[config.mk]
export PLATFORM = sky130hd
export DESIGN_NAME = pipeline_ctrl_flat
export DESIGN_NICKNAME = d
export VERILOG_FILES = /design/src/rtl/cpu_pipe_pkg.sv /design/src/rtl/pipeline_ctrl_if.sv /design/src/rtl/pipe_hazard_unit.sv /design/src/rtl/pipeline_ctrl.sv /design/src/flat_wrapper.sv
export SDC_FILE = /design/constraint.sdc
export NUM_CORES = 1
export LEC_CHECK = 0
export CAP_MARGIN = 20
export CELL_PAD_IN_SITES_DETAIL_PLACEMENT = 1
export CELL_PAD_IN_SITES_GLOBAL_PLACEMENT = 2
export CORE_ASPECT_RATIO = 0.6
export CORE_MARGIN = 5
export CORE_UTILIZATION = 19
export CTS_CLUSTER_DIAMETER = 60
export DETAILED_ROUTE_END_ITERATION = 7
export HOLD_SLACK_MARGIN = 0.06
export PLACE_DENSITY = 0.84
export SETUP_SLACK_MARGIN = 0.15
export SYNTH_ARGS = -nofsm -noshare
export SYNTH_HDL_FRONTEND = slang
export SYNTH_SLANG_ARGS = --single-unit
[constraint.sdc]
create_clock -name clk -period 1.9 [get_ports clk]
set_input_delay 0.285 -clock clk [delete_from_list [all_inputs] [get_ports clk]]
set_output_delay 0.285 -clock clk [all_outputs]
set_load 0.01 [all_outputs]
[src/rtl/cpu_pipe_pkg.sv]
// Shared definitions for the 5-stage CPU pipeline control.
//   REG_W       : architectural register index width
//   MDU_LAT_DEF : default number of EX cycles a mul/div occupies
//   N_STAGES    : number of pipeline stages
//   stage_e     : stage indices used to address per-stage valid vectors
package cpu_pipe_pkg;

  localparam int REG_W       = 5;
  localparam int MDU_LAT_DEF = 4;
  localparam int N_STAGES    = 5;

  typedef enum logic [2:0] {
    ST_FE  = 3'd0,
    ST_DE  = 3'd1,
    ST_EX  = 3'd2,
    ST_MEM = 3'd3,
    ST_WB  = 3'd4
  } stage_e;

endpackage

[src/rtl/pipeline_ctrl_if.sv]
// Bundle between the pipeline controller and the CPU datapath.
//   Datapath -> controller : DE source regs and usage, EX/MEM/WB writeback
//                            info, dram_busy, exc_flush.
//   Controller -> datapath : per-stage valid bits, PC / stage load enables,
//                            de_stall, ex_busy.
// modport master : the controller side.
// modport slave  : the datapath side.
interface pipeline_ctrl_if;
  import cpu_pipe_pkg::*;

  logic [REG_W-1:0] raddr1;
  logic [REG_W-1:0] raddr2;
  logic             de_uses_rs;
  logic             de_uses_rt;
  logic             de_is_br;
  logic             de_is_mdu;
  logic             ex_wen;
  logic [REG_W-1:0] ex_dest;
  logic             ex_is_load;
  logic             mem_wen;
  logic [REG_W-1:0] mem_dest;
  logic             mem_is_load;
  logic             dram_busy;
  logic             wb_wen;
  logic [REG_W-1:0] wb_dest;
  logic             exc_flush;

  logic             fe_valid;
  logic             de_valid;
  logic             ex_valid;
  logic             mem_valid;
  logic             wb_valid;
  logic             pc_we;
  logic             de_ce;
  logic             ex_ce;
  logic             mem_ce;
  logic             wb_ce;
  logic             de_stall;
  logic             ex_busy;

  modport master (
    input  raddr1, raddr2, de_uses_rs, de_uses_rt, de_is_br, de_is_mdu,
           ex_wen, ex_dest, ex_is_load, mem_wen, mem_dest, mem_is_load,
           dram_busy, wb_wen, wb_dest, exc_flush,
    output fe_valid, de_valid, ex_valid, mem_valid, wb_valid,
           pc_we, de_ce, ex_ce, mem_ce, wb_ce, de_stall, ex_busy
  );

  modport slave (
    output raddr1, raddr2, de_uses_rs, de_uses_rt, de_is_br, de_is_mdu,
           ex_wen, ex_dest, ex_is_load, mem_wen, mem_dest, mem_is_load,
           dram_busy, wb_wen, wb_dest, exc_flush,
    input  fe_valid, de_valid, ex_valid, mem_valid, wb_valid,
           pc_we, de_ce, ex_ce, mem_ce, wb_ce, de_stall, ex_busy
  );

endinterface

[src/rtl/pipe_hazard_unit.sv]
// Combinational RAW hazard detector for the decode stage.
// Inputs : DE source regs (raddr1/raddr2) with usage flags and branch flag,
//          EX/MEM/WB valid + writeback enable + destination, load flags of
//          EX and MEM, dram_busy.
// Output : hazard (not yet gated by de_valid).
// FWD_EN=0 stalls on any in-flight writer of a source register. FWD_EN=1
// assumes EX/MEM->DE forwarding, so only values that cannot be forwarded in
// time stall: a load still in EX, any EX result needed by a DE branch, and a
// load in MEM whose data RAM access has not finished.
module pipe_hazard_unit
  import cpu_pipe_pkg::*;
#(
  parameter bit FWD_EN = 1'b0
) (
  input  logic [REG_W-1:0] raddr1,
  input  logic [REG_W-1:0] raddr2,
  input  logic             uses_rs,
  input  logic             uses_rt,
  input  logic             is_br,
  input  logic             ex_valid,
  input  logic             ex_wen,
  input  logic [REG_W-1:0] ex_dest,
  input  logic             ex_is_load,
  input  logic             mem_valid,
  input  logic             mem_wen,
  input  logic [REG_W-1:0] mem_dest,
  input  logic             mem_is_load,
  input  logic             dram_busy,
  input  logic             wb_valid,
  input  logic             wb_wen,
  input  logic [REG_W-1:0] wb_dest,
  output logic             hazard
);

  // $0 is hardwired to zero, so reading it never depends on a producer.
  function automatic logic src_hazard(input logic [REG_W-1:0] src,
                                      input logic             used);
    logic e;
    logic m;
    logic w;
    e = ex_valid  & ex_wen  & (ex_dest  == src);
    m = mem_valid & mem_wen & (mem_dest == src);
    w = wb_valid  & wb_wen  & (wb_dest  == src);
    if (!used || (src == '0)) begin
      return 1'b0;
    end
    if (FWD_EN) begin
      return (e & (ex_is_load | is_br)) | (m & mem_is_load & dram_busy);
    end
    return e | m | w;
  endfunction

  assign hazard = src_hazard(raddr1, uses_rs) | src_hazard(raddr2, uses_rt);

endmodule

[src/rtl/pipeline_ctrl.sv]
// Central controller for the FE/DE/EX/MEM/WB pipeline. Owns the per-stage
// valid bits and the allow-in / ready-go chain, and from those drives the PC
// and stage-register load enables. No datapath lives here.
// Ports:
//   clk    : clock
//   resetn : asynchronous active-low reset
//   bus    : pipeline_ctrl_if.master (hazard info in; valids/enables out)
// Parameters:
//   FWD_EN  : 1 = forwarding present, stall only on unforwardable hazards
//   MDU_LAT : EX cycles for a mul/div op (>= 1)
module pipeline_ctrl
  import cpu_pipe_pkg::*;
#(
  parameter bit FWD_EN  = 1'b0,
  parameter int MDU_LAT = MDU_LAT_DEF
) (
  input  logic                   clk,
  input  logic                   resetn,
  pipeline_ctrl_if.master        bus
);

  localparam int              CNT_W    = $clog2(MDU_LAT) + 1;
  localparam logic [CNT_W-1:0] CNT_LOAD = CNT_W'(MDU_LAT - 1);

  logic [N_STAGES-1:0] valid;
  logic [CNT_W-1:0]    cnt;

  logic hazard_raw;
  logic hazard;
  logic de_rdy;
  logic ex_rdy;
  logic mem_rdy;
  logic de_allowin;
  logic ex_allowin;
  logic mem_allowin;
  logic fe_to_de;
  logic de_to_ex;
  logic ex_to_mem;
  logic mem_to_wb;
  logic ex_ce;

  pipe_hazard_unit #(
    .FWD_EN (FWD_EN)
  ) u_hazard (
    .raddr1      (bus.raddr1),
    .raddr2      (bus.raddr2),
    .uses_rs     (bus.de_uses_rs),
    .uses_rt     (bus.de_uses_rt),
    .is_br       (bus.de_is_br),
    .ex_valid    (valid[ST_EX]),
    .ex_wen      (bus.ex_wen),
    .ex_dest     (bus.ex_dest),
    .ex_is_load  (bus.ex_is_load),
    .mem_valid   (valid[ST_MEM]),
    .mem_wen     (bus.mem_wen),
    .mem_dest    (bus.mem_dest),
    .mem_is_load (bus.mem_is_load),
    .dram_busy   (bus.dram_busy),
    .wb_valid    (valid[ST_WB]),
    .wb_wen      (bus.wb_wen),
    .wb_dest     (bus.wb_dest),
    .hazard      (hazard_raw)
  );

  // Ready-go: FE and WB are always ready and WB always allows in.
  assign hazard  = valid[ST_DE] & hazard_raw;
  assign de_rdy  = ~hazard;
  assign ex_rdy  = (cnt == '0);
  assign mem_rdy = ~bus.dram_busy;

  // Allow-in chain, evaluated from WB backwards.
  assign mem_allowin = ~valid[ST_MEM] | mem_rdy;
  assign ex_allowin  = ~valid[ST_EX]  | (ex_rdy & mem_allowin);
  assign de_allowin  = ~valid[ST_DE]  | (de_rdy & ex_allowin);

  assign fe_to_de  = valid[ST_FE];
  assign de_to_ex  = valid[ST_DE]  & de_rdy;
  assign ex_to_mem = valid[ST_EX]  & ex_rdy;
  assign mem_to_wb = valid[ST_MEM] & mem_rdy;

  assign ex_ce = ex_allowin & de_to_ex;

  // The flush term keeps PC loading the exception vector even while the
  // pipeline is otherwise stalled.
  assign bus.pc_we    = (valid[ST_FE] & de_allowin) | bus.exc_flush;
  assign bus.de_ce    = de_allowin & fe_to_de;
  assign bus.ex_ce    = ex_ce;
  assign bus.mem_ce   = mem_allowin & ex_to_mem;
  assign bus.wb_ce    = mem_to_wb;
  assign bus.de_stall = hazard;
  assign bus.ex_busy  = valid[ST_EX] & (cnt != '0);

  assign bus.fe_valid  = valid[ST_FE];
  assign bus.de_valid  = valid[ST_DE];
  assign bus.ex_valid  = valid[ST_EX];
  assign bus.mem_valid = valid[ST_MEM];
  assign bus.wb_valid  = valid[ST_WB];

  // Stage valid registers and MDU countdown.
  always_ff @(posedge clk or negedge resetn) begin
    if (!resetn) begin
      valid <= '0;
      cnt   <= '0;
    end else begin
      valid[ST_FE] <= 1'b1;
      if (bus.exc_flush) begin
        // The WB instruction raising the flush retires now; everything
        // younger is discarded.
        valid[ST_DE]  <= 1'b0;
        valid[ST_EX]  <= 1'b0;
        valid[ST_MEM] <= 1'b0;
        valid[ST_WB]  <= 1'b0;
        cnt           <= '0;
      end else begin
        if (de_allowin)  valid[ST_DE]  <= fe_to_de;
        if (ex_allowin)  valid[ST_EX]  <= de_to_ex;
        if (mem_allowin) valid[ST_MEM] <= ex_to_mem;
        valid[ST_WB] <= mem_to_wb;
        // The count runs down independently of MEM back-pressure.
        if (ex_ce && bus.de_is_mdu) begin
          cnt <= CNT_LOAD;
        end else if (cnt != '0) begin
          cnt <= cnt - 1'b1;
        end
      end
    end
  end

endmodule

[src/flat_wrapper.sv]
// flat-port wrapper written by rule: the top's interface ports become plain ports
module pipeline_ctrl_flat import cpu_pipe_pkg::*;
#(
  parameter bit FWD_EN  = 1'b0,
  parameter int MDU_LAT = MDU_LAT_DEF
)
  (clk, resetn, bus_raddr1, bus_raddr2, bus_de_uses_rs, bus_de_uses_rt, bus_de_is_br, bus_de_is_mdu, bus_ex_wen, bus_ex_dest, bus_ex_is_load, bus_mem_wen, bus_mem_dest, bus_mem_is_load, bus_dram_busy, bus_wb_wen, bus_wb_dest, bus_exc_flush, bus_fe_valid, bus_de_valid, bus_ex_valid, bus_mem_valid, bus_wb_valid, bus_pc_we, bus_de_ce, bus_ex_ce, bus_mem_ce, bus_wb_ce, bus_de_stall, bus_ex_busy);
  pipeline_ctrl_if bus_i ();
  input  logic clk;
  input  logic resetn;
  input wire logic [$bits(bus_i.raddr1)-1:0] bus_raddr1;
  input wire logic [$bits(bus_i.raddr2)-1:0] bus_raddr2;
  input wire logic [$bits(bus_i.de_uses_rs)-1:0] bus_de_uses_rs;
  input wire logic [$bits(bus_i.de_uses_rt)-1:0] bus_de_uses_rt;
  input wire logic [$bits(bus_i.de_is_br)-1:0] bus_de_is_br;
  input wire logic [$bits(bus_i.de_is_mdu)-1:0] bus_de_is_mdu;
  input wire logic [$bits(bus_i.ex_wen)-1:0] bus_ex_wen;
  input wire logic [$bits(bus_i.ex_dest)-1:0] bus_ex_dest;
  input wire logic [$bits(bus_i.ex_is_load)-1:0] bus_ex_is_load;
  input wire logic [$bits(bus_i.mem_wen)-1:0] bus_mem_wen;
  input wire logic [$bits(bus_i.mem_dest)-1:0] bus_mem_dest;
  input wire logic [$bits(bus_i.mem_is_load)-1:0] bus_mem_is_load;
  input wire logic [$bits(bus_i.dram_busy)-1:0] bus_dram_busy;
  input wire logic [$bits(bus_i.wb_wen)-1:0] bus_wb_wen;
  input wire logic [$bits(bus_i.wb_dest)-1:0] bus_wb_dest;
  input wire logic [$bits(bus_i.exc_flush)-1:0] bus_exc_flush;
  output wire logic [$bits(bus_i.fe_valid)-1:0] bus_fe_valid;
  output wire logic [$bits(bus_i.de_valid)-1:0] bus_de_valid;
  output wire logic [$bits(bus_i.ex_valid)-1:0] bus_ex_valid;
  output wire logic [$bits(bus_i.mem_valid)-1:0] bus_mem_valid;
  output wire logic [$bits(bus_i.wb_valid)-1:0] bus_wb_valid;
  output wire logic [$bits(bus_i.pc_we)-1:0] bus_pc_we;
  output wire logic [$bits(bus_i.de_ce)-1:0] bus_de_ce;
  output wire logic [$bits(bus_i.ex_ce)-1:0] bus_ex_ce;
  output wire logic [$bits(bus_i.mem_ce)-1:0] bus_mem_ce;
  output wire logic [$bits(bus_i.wb_ce)-1:0] bus_wb_ce;
  output wire logic [$bits(bus_i.de_stall)-1:0] bus_de_stall;
  output wire logic [$bits(bus_i.ex_busy)-1:0] bus_ex_busy;
  assign bus_i.raddr1 = bus_raddr1;
  assign bus_i.raddr2 = bus_raddr2;
  assign bus_i.de_uses_rs = bus_de_uses_rs;
  assign bus_i.de_uses_rt = bus_de_uses_rt;
  assign bus_i.de_is_br = bus_de_is_br;
  assign bus_i.de_is_mdu = bus_de_is_mdu;
  assign bus_i.ex_wen = bus_ex_wen;
  assign bus_i.ex_dest = bus_ex_dest;
  assign bus_i.ex_is_load = bus_ex_is_load;
  assign bus_i.mem_wen = bus_mem_wen;
  assign bus_i.mem_dest = bus_mem_dest;
  assign bus_i.mem_is_load = bus_mem_is_load;
  assign bus_i.dram_busy = bus_dram_busy;
  assign bus_i.wb_wen = bus_wb_wen;
  assign bus_i.wb_dest = bus_wb_dest;
  assign bus_i.exc_flush = bus_exc_flush;
  assign bus_fe_valid = bus_i.fe_valid;
  assign bus_de_valid = bus_i.de_valid;
  assign bus_ex_valid = bus_i.ex_valid;
  assign bus_mem_valid = bus_i.mem_valid;
  assign bus_wb_valid = bus_i.wb_valid;
  assign bus_pc_we = bus_i.pc_we;
  assign bus_de_ce = bus_i.de_ce;
  assign bus_ex_ce = bus_i.ex_ce;
  assign bus_mem_ce = bus_i.mem_ce;
  assign bus_wb_ce = bus_i.wb_ce;
  assign bus_de_stall = bus_i.de_stall;
  assign bus_ex_busy = bus_i.ex_busy;
  pipeline_ctrl #(.FWD_EN(FWD_EN), .MDU_LAT(MDU_LAT)) u_core (.clk(clk), .resetn(resetn), .bus(bus_i));
endmodule
==> summary.txt, run 1 <==
Route
  – Vias per cell: 4.565
  – Initial DRC Count: 19
  – Vias: 1,091
  – First-pass detailed-route iteration total: 4
  – Detail Route Antenna Nets: 0
  – Total detailed-routing wirelength: between 4 and 5 mm
  – DRC: 0
  – DR WL/cell: 17.99 um

Worst setup path
  – CP delay by family, top: simple AND/OR/NAND/NOR gates
  – Critical Path AT: 1.92 ns
  – CP Cell Sequence: buf_2, xor2_1, nor4_2, nand4_1, a31oi_4, nor2_4, a311o_1, buf_2
  – Worst endpoint required time: 1.62 ns
  – Critical Path Max Stage Delay: 0.36 ns
  – CP max FO: 3
  – CP endpoint kind: output pin
  – Critical Path Source Type: input pin
  – Crit-path slowest cell: nor4_2
  – Crit path kind: input pin to output pin
  – Cell mode on critical path: buf_2
  – Buffer and inverter count on the worst path: 2

Yosys
  – Synth Register Bits: 8
  – Gate Count Post-Synth: 97
  – Mux contribution to synthesized area: 0
  – Syn Nets: 137
  – Share of the synthesized area in the top cell type: 0.2392
  – Avg Cell Area, Syn: 8.629 sq um
  – Syn. warnings: 0
  – Top FF cell, synth: dfrtp_1
  – Synth top cells by count: xor2_1 (17), xnor2_1 (12), dfrtp_1 (8)
  – Largest family of logic cells by synthesized area: XOR/XNOR gates
  – Post-synth EDFFs: 0
  – Count leader, synth: xor2_1
  – XOR/XNOR Fraction of Synth Area: 0.3034
  – Synth cell types: 35
  – Adder-Cell Fraction of Synth Area: 0.02990
  – Post-Synth Simple-Gate Area: 0.2317
  – Area leader, netlist: dfrtp_1
  – Area of the mapped netlist: 837.1 sq um
  – Synth Area in Compound Gates: 0.1555
  – Ys async rst share: 1.000
  – Cells taking the most area after synthesis: dfrtp_1 (24%), xor2_1 (18%), xnor2_1 (13%)
  – Sequential share of the synthesized area: 0.2392

Floorplan
  – Chip height: approximately 61 um
  – CORE AREA: 4189 sq um
  – Die Span X: 95.69 um
  – Starting Density: 0.1998
  – Number of core rows: 18
  – Die ar.: 5877 sq um
  – IO Pins: 50

Timing
  – Period minus WS final: between 2 and 2.5 ns
  – RSZ-0062 raised after global routing: yes
  – Final Slew Violations: 0
  – Clock Skews: approximately 0.0077 ns
  – Final setup violation count: 6
  – WHS: about 0.36 ns
  – Fin. Hold Viols: 0
  – Final WS setup: -0.3008 ns
  – Achievable Freq: approximately 0.45 GHz
  – Post-route clock period utilization: 1.158

Place
  – Placed Area: 1572 sq um
  – Dpl ws: -1.031 ns
  – Final RePlAce weighted congestion: 0.8956
  – Detailed placer's ending HPWL: between 3 and 4 mm
  – IO Port Bufs: 46
  – Dpl cells: roughly 230

CTS
  – Hold buffers post-CTS: 0
  – CTS root buffer: clkbuf_8
  – Clock sinks: 8
  – Clock latency on the worst-skew pair: about 0.23 ns
  – CTS max path bufs: 2
  – CTS tree: done
  – H-Tree Depth: 1
  – CTS buffer count: 3
  – Clock transition at the registers of the reported paths: 0.05 ns

Global routing
  – Antenna violations before repair: 0
  – Total GRT Usage: 0.1397
  – Total gr overflow: 0
  – Largest net degree at the start of global routing: 9
  – Global-route wire length before repair: between 6 and 7 mm
  – Vias in the first global route: approximately 1,200

Power
  – Cell Pwr Density: ~600 nW/um^2
  – Static leakage: 0.7658 nW
  – Peak supply drop: approximately 0.00024 V

Cells and area
  – Area delta synth->final: 106.9%
  – Proportion of layout cells with a drive suffix above 1: 0.4972
  – Fin nets: 221
  – Final Instance Area: 1732 sq um
  – Non-filler instance count after layout: 239
  – Number of antenna diodes: 0

Min path
  – HP Class: input pin to async pin

Flow run
  – Max cap viols: 0

Run status
  – Violated checks: setup timing
  – Status: complete, but fails checks
## cells in the final DEF (no fill, tap or decap), types with 2 or more instances in the layout
cell	count
dlygate4sd2_1	5
clkbuf_2	9
inv_1	7
a21oi_1	2
xnor2_2	2
xnor2_1	10
or4_4	2
clkdlybuf4s50_1	13
xor2_1	16
buf_6	9
or3_4	2
dfrtp_1	8
clkbuf_8	3
buf_2	9
nand2_1	3
nand4_1	6
buf_8	3
nor4_2	2
nor4_1	2
a31oi_4	2
buf_4	31
nor2_1	3
o2bb2ai_2	2
nor2b_1	2
and2_1	2
## what timing repair did
item | CTS | global route
pin swaps | 30 | 23
gates resized for setup | 123 | 31
endpoints found under the setup margin | 12 | 11
endpoints found under the hold margin | 0 | 0
buffers inserted | 6 | 2
## state kept, by name, summed over array words and instances (netlist names)
register,cells
u_core.cnt,3
u_core.valid,5
## cell type report
class,instances,area (sq um)
clock buffers,3,41.29
fillers,509,2457
multi-input cells,81,734.5
repair buffers,80,654.4
well taps,60,75.07
inverters,7,26.28
flip-flops and latches,8,200.2
## metrics by stage
step	total power, mW	TNS, ns	utilization
floorplan	0.4565	0	-
global placement	0.7509	-5.536	0.3751
detailed placement	0.7724	-5.917	0.3751
CTS	1.005	-0.8358	0.4044
global route	1.119	-1.615	0.4134
finish	1.036	-1.170	0.4134
## power by group
| group | internal (mW) | switching [mW] |
|---|---|---|
| sequential | 0.205 | 0.0263 |
| combinational | 0.318 | 0.276 |
| clock | 0.138 | 0.0726 |
| total | 0.661 | 0.375 |
## path summary, 6_finish.rpt
check	from	endpoint	slack, ns	depth (start not counted)
setup / recovery	bus_mem_dest[4]	bus_pc_we	-0.30	8
hold / removal	resetn	u_core.valid[3]$_DFFE_PN0P_	0.36	1
setup reg to reg	u_core.valid[4]$_DFF_PN0_	u_core.cnt[2]$_DFFE_PN0P_	0.05	9
hold reg to reg	u_core.cnt[2]$_DFFE_PN0P_	u_core.valid[3]$_DFFE_PN0P_	0.65	2
max in group asynchronous	resetn	u_core.valid[1]$_DFFE_PN0P_	1.23	1
min in group clk	u_core.cnt[2]$_DFFE_PN0P_	u_core.valid[3]$_DFFE_PN0P_	0.65	2
## cell families after synthesis
logic type | Yosys count
AO/OA/AOI/OAI | 17
flip-flops | 8
XOR/XNOR | 29
other | 1
buffers and inverters | 8
AND/OR/NAND/NOR | 32
adder cells (fa/ha/maj) | 2
## layer usage
layer,vias to the layer above,GRT usage,part of all wire
met1,549,0.1733,0.43
met3,8,0.02686,0.027
met2,18,0.2648,0.52
met5,-,0,0
li1,516,-,-
met4,0,0.01215,0.023
Power figures use the tool's default switching activity.
==> run 2, diff against run 1 <==
- CAP_MARGIN: 20 -> not set
==> results of run 2 <==
Same layout as run 1: the final DEF is identical, and so are final timing and power.
==> run 3, diff against run 2 <==
--- a/config.mk
+++ b/config.mk
@@ -14,5 +14,5 @@
 export DETAILED_ROUTE_END_ITERATION = 7
 export HOLD_SLACK_MARGIN = 0.06
-export PLACE_DENSITY = 0.84
+export PLACE_DENSITY = 0.86
 export SETUP_SLACK_MARGIN = 0.15
 export SYNTH_ARGS = -nofsm -noshare
==> constraint.sdc (replaced) <==
create_clock -name clk -period 1.9 [get_ports clk]
set_input_delay 0.285 -clock clk [delete_from_list [all_inputs] [get_ports clk]]
set_output_delay 0.285 -clock clk [all_outputs]
set_load 0.1 [all_outputs]
==> run 3 against run 2 <==
Effect of this change:
- the run still ends with setup timing left
- sequential cell count is the same
- sequential share of layout area grew 0.097 points
- first-iteration DRC count grew 84%
- final area grew 2.9%
- largest power group unchanged
- critical path type unchanged
==> summary.txt, run 3 (synthesis gave the netlist of run 1 again) <==
Floorplan
  – Die ar.: 5877 sq um
  – CORE AREA: around 4200 sq um
  – Number of core rows: 18
  – Starting Density: 0.1998
  – Die Span X: 95.69 um
  – IO Pins: 50
  – Chip height: 61.42 um

Worst setup path
  – Crit-path slowest cell: or3_1
  – Crit path kind: input pin to output pin
  – Critical Path AT: 1.97 ns
  – CP Cell Sequence: clkdlybuf4s15_2, xnor2_1, nand4_1, or3_1, a31oi_4, nor2_2, a311o_2, buf_12
  – CP max FO: 3
  – Critical Path Source Type: input pin
  – CP endpoint kind: output pin
  – Worst r2r path cells: 7
  – Critical Path Max Stage Delay: approximately 0.37 ns
  – Worst endpoint required time: 1.62 ns

Run status
  – Violated checks: setup timing
  – Status: complete, but fails checks

Route
  – Vias: approximately 1,100
  – M1 WL: 1.823 mm
  – Initial DRC Count: 35
  – DRC: 0
  – Vias per cell: 4.550
  – WL met3: 137 um
  – Total detailed-routing wirelength: 4.031 mm
  – Max Used Layer: met4
  – First-pass detailed-route iteration total: 4
  – Met2 WL: 1.979 mm
  – Detail Route Antenna Nets: 0
  – DR WL/cell: 17.45 um

Timing
  – Post-route clock period utilization: 1.185
  – Final Slew Violations: 0
  – Final setup violation count: 4
  – RSZ-0062 raised after global routing: yes
  – Slew margin rel.: 0.6603
  – Worst-Margin Slew: roughly 0.51 ns
  – Period minus WS final: 2.252 ns
  – Clock Skews: 0.009647 ns
  – Final WS setup: -0.3517 ns
  – Fin. Hold Viols: 0
  – Achievable Freq: 0.4441 GHz
  – WHS: 0.3321 ns

Power
  – Overall power: about 1.2 mW
  – Static leakage: 0.7477 nW
  – Cell Pwr Density: roughly 670 nW/um^2
  – Peak supply drop: 0.0002477 V

Cells and area
  – Number of antenna diodes: 0
  – Non-filler instance count after layout: 231
  – Final Instance Area: between 1500 and 2000 sq um
  – Largest register by flop count: u_core.valid
  – Fin nets: 212
  – Max FFs per register: 5
  – Proportion of layout cells with a drive suffix above 1: 0.5263
  – Top flop regs: u_core.valid x5, u_core.cnt x3
  – Area delta synth->final: 112.9%
  – Most frequent cells in the layout: buf_4 (27), xor2_1 (16), xnor2_1 (12)
  – Commonest non-fill, non-tap cell in the layout: buf_4

CTS
  – CTS root buffer: clkbuf_8
  – H-Tree Depth: 1
  – Clock sinks: 8
  – CTS buffer count: 3
  – CTS max path bufs: 2
  – Clock latency on the worst-skew pair: ~0.24 ns
  – Clock transition at the registers of the reported paths: ~0.050 ns
  – CTS tree: done
  – Hold buffers post-CTS: 0

Global routing
  – Global-route wire length before repair: 5.858 mm
  – Largest net degree at the start of global routing: 9
  – Total GRT Usage: 0.1318
  – Vias in the first global route: 1,148
  – Antenna violations before repair: 0
  – Total gr overflow: 0

Place
  – Placed Area: 1618 sq um
  – IO Port Bufs: 46
  – Dpl cells: 221
  – Final RePlAce weighted congestion: 0.8357
  – Detailed placer's ending HPWL: 3.074 mm

Min path
  – HP Class: input pin to async pin

Flow run
  – Max cap viols: 0
[run 3: changes by cell type in the layout (fill, tap and decap cells not counted), moves of 2 or more]
cell             change
clkbuf_2             -9
xnor2_2              -2
inv_2                +2
buf_4                -4
inv_1                -2
o2bb2ai_1            +2
clkdlybuf4s50_1      -5
clkdlybuf4s15_1      +2
clkdlybuf4s15_2      +3
xnor2_1              +2
buf_12               +7
dfrtp_2              +3
o2bb2ai_2            -2
dfrtp_1              -4
[run 3: area by class of cell]
cell class                      count  area, sq um
Fill cell                         495         2407
Sequential cell                     8        207.7
Multi-Input combinational cell     81        735.7
Tap cell                           60        75.07
Timing Repair Buffer               71        691.9
Inverter                            7        26.28
Clock buffer                        4        45.04
[run 3: worst max-delay path: cells and delay by family]
kind / cells / cell delay [ns]
buf+inv: 2 / 0.37
xor+xnor: 1 / 0.17
compound gates: 2 / 0.57
simple gates: 3 / 0.57
[run 3: power breakdown]
| group | total, mW | leakage [nW] | internal, mW | switching (mW) |
|---|---|---|---|---|
| Clock | 0.219 | 0.0228 | 0.146 | 0.0735 |
| Sequential | 0.238 | 0.0986 | 0.206 | 0.0320 |
| Combinational | 0.728 | 0.626 | 0.331 | 0.397 |
| Total | 1.19 | 0.748 | 0.684 | 0.503 |
[run 3: path summary, 6_finish.rpt]
check                                       startpoint                           to  slack, ns
setup / recovery                        bus_wb_dest[4]                    bus_pc_we      -0.35
min in group clk           u_core.valid[3]$_DFFE_PN0P_  u_core.valid[3]$_DFFE_PN0P_       0.61
hold reg to reg            u_core.valid[3]$_DFFE_PN0P_  u_core.valid[3]$_DFFE_PN0P_       0.61
max in group asynchronous                       resetn  u_core.valid[3]$_DFFE_PN0P_       1.27
setup reg to reg             u_core.valid[4]$_DFF_PN0_  u_core.valid[1]$_DFFE_PN0P_       0.08
hold / removal                                  resetn    u_core.valid[4]$_DFF_PN0_       0.33
[run 3: per-stage QoR]
stage	util	setup TNS (ns)	setup WS (ns)
4_1_cts	0.4023	-1.128	-0.3404
3_3_place_gp	0.3862	-4.912	-0.8177
6_report	0.4253	-1.130	-0.3517
3_5_place_dp	0.3862	-5.313	-0.8658
2_1_floorplan	-	-0.9592	-0.2897
5_1_grt	0.4253	-1.324	-0.4157
[run 3: metal layers]
metal,up-vias,track usage
met5,-,0
met4,0,0.03239
met3,8,0.03175
met2,24,0.2233
met1,523,0.1714
li1,496,-
[run 3: what timing repair did]
item | in CTS | in global routing
buffers inserted | 2 | 4
setup endpoints to repair | 10 | 8
pin swaps | 29 | 9
resized for setup | 100 | 20
